==> src/rtl/fb_access_arbiter.sv <==
// Frame buffer port arbiter: scanout owns the port in the visible window,
// two writers share the remaining cycles round-robin via REQ/GNT.
module fb_access_arbiter #(
  parameter int H_ACT_START = 144,
  parameter int H_ACT_END   = 783,
  parameter int V_ACT_START = 35,
  parameter int V_ACT_END   = 514,
  parameter int ADDR_W      = 19,
  parameter int DATA_W      = 8
) (
  input  logic              CLK,
  input  logic              RSTN,
  input  logic [9:0]        H,
  input  logic [9:0]        V,
  input  logic [ADDR_W-1:0] DISP_ADDR,
  input  logic [1:0]        REQ,
  input  logic [ADDR_W-1:0] ADDR0,
  input  logic [ADDR_W-1:0] ADDR1,
  input  logic [DATA_W-1:0] DATA0,
  input  logic [DATA_W-1:0] DATA1,
  input  logic              VBLANK_ONLY,
  output logic [1:0]        GNT,
  output logic [ADDR_W-1:0] FB_ADDR,
  output logic [DATA_W-1:0] FB_WDATA,
  output logic              FB_WE,
  output logic              FB_DISP,
  output logic              VB_TICK
);

  // The horizontal window is shifted one column early so the registered
  // FB_DISP lines up with the pixel actually being shown.
  localparam logic [9:0] DW_H_LO = 10'(H_ACT_START - 1);
  localparam logic [9:0] DW_H_HI = 10'(H_ACT_END - 1);
  localparam logic [9:0] ACT_V_LO = 10'(V_ACT_START);
  localparam logic [9:0] ACT_V_HI = 10'(V_ACT_END);
  localparam logic [9:0] VB_V     = 10'(V_ACT_END + 1);

  typedef enum logic [1:0] {
    IDLE = 2'd0,
    DISP = 2'd1,
    WR   = 2'd2
  } state_t;

  state_t              state, state_nxt;
  logic [1:0]          gnt_nxt;
  logic [ADDR_W-1:0]   addr_nxt;
  logic [DATA_W-1:0]   wdata_nxt;
  logic                last, last_nxt;
  logic                v_active, disp_win, wr_win, pick1, vb_nxt;

  assign v_active = (V >= ACT_V_LO) && (V <= ACT_V_HI);
  assign disp_win = v_active && (H >= DW_H_LO) && (H <= DW_H_HI);
  assign wr_win   = !disp_win && (!VBLANK_ONLY || !v_active);
  // Writer 1 wins when it is the only requester, or on a tie when writer 0 went last.
  assign pick1    = REQ[1] && (!REQ[0] || !last);
  assign vb_nxt   = (V == VB_V) && (H == 10'd0);

  always_comb begin
    state_nxt = IDLE;
    gnt_nxt   = 2'b00;
    addr_nxt  = FB_ADDR;
    wdata_nxt = FB_WDATA;
    last_nxt  = last;
    if (disp_win) begin
      state_nxt = DISP;
      addr_nxt  = DISP_ADDR;
    end else if (wr_win && (REQ != 2'b00)) begin
      state_nxt = WR;
      gnt_nxt   = pick1 ? 2'b10 : 2'b01;
      addr_nxt  = pick1 ? ADDR1 : ADDR0;
      wdata_nxt = pick1 ? DATA1 : DATA0;
      last_nxt  = pick1;
    end
  end

  always_ff @(posedge CLK) begin
    if (!RSTN) begin
      state    <= IDLE;
      GNT      <= 2'b00;
      FB_ADDR  <= '0;
      FB_WDATA <= '0;
      last     <= 1'b1;
      VB_TICK  <= 1'b0;
    end else begin
      state    <= state_nxt;
      GNT      <= gnt_nxt;
      FB_ADDR  <= addr_nxt;
      FB_WDATA <= wdata_nxt;
      last     <= last_nxt;
      VB_TICK  <= vb_nxt;
    end
  end

  assign FB_WE   = (state == WR);
  assign FB_DISP = (state == DISP);

endmodule

==> config.mk <==
export PLATFORM = sky130hd
export DESIGN_NAME = fb_access_arbiter
export DESIGN_NICKNAME = d
export VERILOG_FILES = /design/src/rtl/fb_access_arbiter.sv
export SDC_FILE = /design/constraint.sdc
export NUM_CORES = 1
export LEC_CHECK = 0
export ABC_CLOCK_PERIOD_IN_PS = 2900
export CORE_ASPECT_RATIO = 1.2
export CORE_MARGIN = 2
export CORE_UTILIZATION = 39
export CTS_BUF_LIST = sky130_fd_sc_hd__clkbuf_16
export DETAILED_ROUTE_END_ITERATION = 8
export GPL_ROUTABILITY_DRIVEN = 0
export PLACE_DENSITY = 0.86
export SLEW_MARGIN = 10
export SYNTH_ARGS = -nofsm -noshare
export SYNTH_HDL_FRONTEND = slang
export SYNTH_SLANG_ARGS = --single-unit
==> constraint.sdc <==
create_clock -name CLK -period 2.9 [get_ports CLK]
set_input_delay 0.29 -clock CLK [delete_from_list [all_inputs] [get_ports CLK]]
set_output_delay 0.29 -clock CLK [all_outputs]
set_load 0.02 [all_outputs]
==> results.tsv <==
stage	metric	value	unit
status	status	complete, no violations	
worst_setup_path	worstPathRequired	3.10	ns
worst_setup_path	critPathKind	in2reg	
global_routing	use_met2	38.8	%
cts	hold_buffers	0	
timing	slew_headroom	54.8	%
drt	wl_per_cell	15.0	um
power	peakVddDrop	520	uV
layout	drive_gt1_share	9.12	%
drt	firstDrtPassIters	4	
floorplanning	core	4940	um2
synthesis	synth_top_area_share	33.1	%
layout	utilization	70.7	%
global_routing	met1_usage	25.0	%
floorplanning	dieArea	5710	um2
cts	htree_levels	2	
synthesis	synthTopCellsByArea	dfxtp_1, mux2i_1, a311o_1	
synthesis	syn_inst	225	
synthesis	ys_async_sr_fraction	0	%
global_routing	grt_busiest_layer	met2	
worst_setup_path	end_kind	register	
timing	worst_pin_slew	0.678	ns
floorplanning	ios	130	
power	power_leakage	1.32	nW
synthesis	synth_area_per_cell	8.88	um2
synthesis	ys_seq_area_share	33.1	%
global_routing	grt_pass1_vias	2171	
floorplanning	start_util	40.5	%
timing	grt_setup_unrepaired	no	
synthesis	synth_cell_types	37	
timing	tns	0	ns
worst_setup_path	critical_path.max_fanout	23	
drt	vias_per_cell	5.44	
place	placed_cells	403	
synthesis	synth-edff-count	0	
power	p_clk_share	36.2	%
drt	vias	2236	
global_routing	met3_usage	7.65	%
layout	syn2layout_area_growth	74.9	%
cts	cts_tree	yes	
place	dp_hpwl	4700	um
synthesis	synth_seq_cells	33	
synthesis	synth_flop_cell	dfxtp_1	
timing	hold_viol	0	
cts	cts_setup_buffers	0	
run	drv_cap	0	
drt	antenna_left	0	
drt	routed_wl	6150	um
cts	clock_sinks	33	
timing	fin_crit_sh	74.4	%
timing	fmaxAchievable	464	MHz
timing	setup_viol	0	
cts	clk_pin_slew	0.05	ns
layout	finalNonFillerCells	411	
cts	cts_resized	0	
layout	fillCellCount	404	
floorplanning	fp.dieW	69.3	um
synthesis	synth_fp_nets	323	
cts	worstSkewPairLatency	0.28	ns
power	internal_power	0.00118	W
cts	cts_root_buf	clkbuf_16	
drt	drtIter0Drc	141	
floorplanning	rows	28	
cts	cts_made_buffers	5	
drt	remaining_drc_errors	0	
synthesis	synthesis.area	2000	um2
synthesis	synth_top_cell_by_area	dfxtp_1	
timing	drv_slew	0	
worst_setup_path	cp-start-kind	input pin	
layout	n_antenna_cell	0	
power	p_per_area	457	nW/um2
power	power_frac_comb	31.0	%
worst_setup_path	arrival	2.36	ns
power	seqPwrFrac	32.8	%
global_routing	grt_max_degree	24	
global_routing	grt_usage	21.8	%
place	portBuffers	129	
global_routing	antenna_found_initial	0	
power	sw_frac_of_total	26.3	%
timing	min_period	2.16	ns
timing	fin_worst_skew	0.00572	ns
global_routing	globalRouteOverflowTotal	0	
cts	clock_path_buffers	2	
layout	fin_nets	448	
floorplanning	fp.dieH	82.4	um
global_routing	grt_pass1_wl	10000	um
worst_hold_path	hp-class	reg2reg	
synthesis	synth_warnings	0	
power	switchingPower	0.000420	W
[cell usage in the layout, fill, tap and decap left out, types with 2 or more instances in the layout]
cell type	synthesis	routed
a211oi_1	19	19
a311o_1	19	19
and3_1	2	2
buf_4	4	10
clkbuf_16	0	5
clkdlybuf4s50_1	0	129
dfxtp_1	33	33
inv_1	4	5
mux2_2	8	8
mux2i_1	27	27
nand2_1	37	37
nand3_1	3	3
nor2_1	3	3
nor2b_1	3	3
nor3_1	22	22
o21a_1	2	2
or2_2	2	2
or4_1	2	2
[Yosys cell counts, types with 2 or more instances]
| cell type | instances |
|---|---|
| dfxtp_1 | 33 |
| buf_2 | 8 |
| nor3_1 | 22 |
| clkbuf_1 | 6 |
| a21oi_1 | 2 |
| nor2_1 | 3 |
| or4_1 | 2 |
| a311o_1 | 19 |
| inv_1 | 4 |
| buf_6 | 2 |
| nand2_1 | 37 |
| mux2i_1 | 27 |
| nor2b_1 | 3 |
| or2_2 | 2 |
| o21a_1 | 2 |
| nand3_1 | 3 |
| mux2_2 | 8 |
| buf_4 | 4 |
| and3_1 | 2 |
| a211oi_1 | 19 |
[state kept, by name, summed over array words and instances, names as in the netlist]
name	cells
VB_TICK	1
last	1
FB_WDATA	8
state	2
FB_ADDR	19
GNT	2
[stage by stage]
stage	total power (W)	worst slack, ns	cell area [um2]	hold slack (ns)
global route	0.00167	0.561	3490	0.484
floorplan	0.000768	1.13	2000	0.450
CTS	0.00161	0.741	3490	0.466
finish	0.00160	0.743	3490	0.460
global placement	0.00102	0.530	3330	0.444
detailed placement	0.00103	0.463	3330	0.459
[logic make-up (layout without fill, tap and decap cells)]
| family | after synthesis | in the layout | synth area share (%) |
|---|---|---|---|
| AOI/OAI and AO/OA | 51 | 51 | 22.6 |
| and+or+nand+nor | 81 | 81 | 19.6 |
| DFF | 33 | 33 | 33.1 |
| buffers and inverters | 25 | 151 | 6.70 |
| muxes | 35 | 35 | 18.0 |
[power groups by stage]
| stage | combinational, W | clock [W] | sequential (W) |
|---|---|---|---|
| 6_report | 0.000496 | 0.000579 | 0.000524 |
| 5_1_grt | 0.000533 | 0.000609 | 0.000527 |
| 4_1_cts | 0.000499 | 0.000588 | 0.000524 |
| 3_5_place_dp | 0.000497 | 0 | 0.000533 |
| 3_3_place_gp | 0.000489 | 0 | 0.000531 |
| 2_1_floorplan | 0.000187 | 0 | 0.000581 |
[worst max-delay path, stage by stage]
cell,delay [ns]
clkdlybuf4s50_1,0.53
a2111oi_4,0.10
or3b_1,0.39
nand3_1,0.12
buf_4,0.27
a21o_1,0.42
mux2i_1,0.24
[routing by layer]
metal  wire (um)  vias to the layer above
met5           0                        -
met1        2400                     1028
met3         551                        6
met2        3140                       99
li1            -                     1103
met4          58                        0
[final cells by class]
type	count	area, um2	share of cell area (%)
Clock buffer	5	125	3.58
Clock inverter	3	37.5	1.07
Inverter	4	15.0	0.430
Multi-Input combinational cell	167	1210	34.8
Sequential cell	33	661	18.9
Tap cell	60	75.1	2.15
Timing Repair Buffer	139	1370	39.1
[final timing paths]
| kind | from | end | slack [ns] | cells after the start |
|---|---|---|---|---|
| hold reg to reg | FB_WDATA[2]$_SDFFE_PN0P_ | FB_WDATA[2]$_SDFFE_PN0P_ | 0.46 | 2 |
| hold / removal | FB_WDATA[2]$_SDFFE_PN0P_ | FB_WDATA[2]$_SDFFE_PN0P_ | 0.46 | 2 |
| setup / recovery | V[0] | FB_WDATA[1]$_SDFFE_PN0P_ | 0.74 | 7 |
| setup reg to reg | last$_SDFFE_PN1P_ | FB_ADDR[14]$_SDFFE_PN0P_ | 1.37 | 5 |
Power figures use the tool's default switching activity.
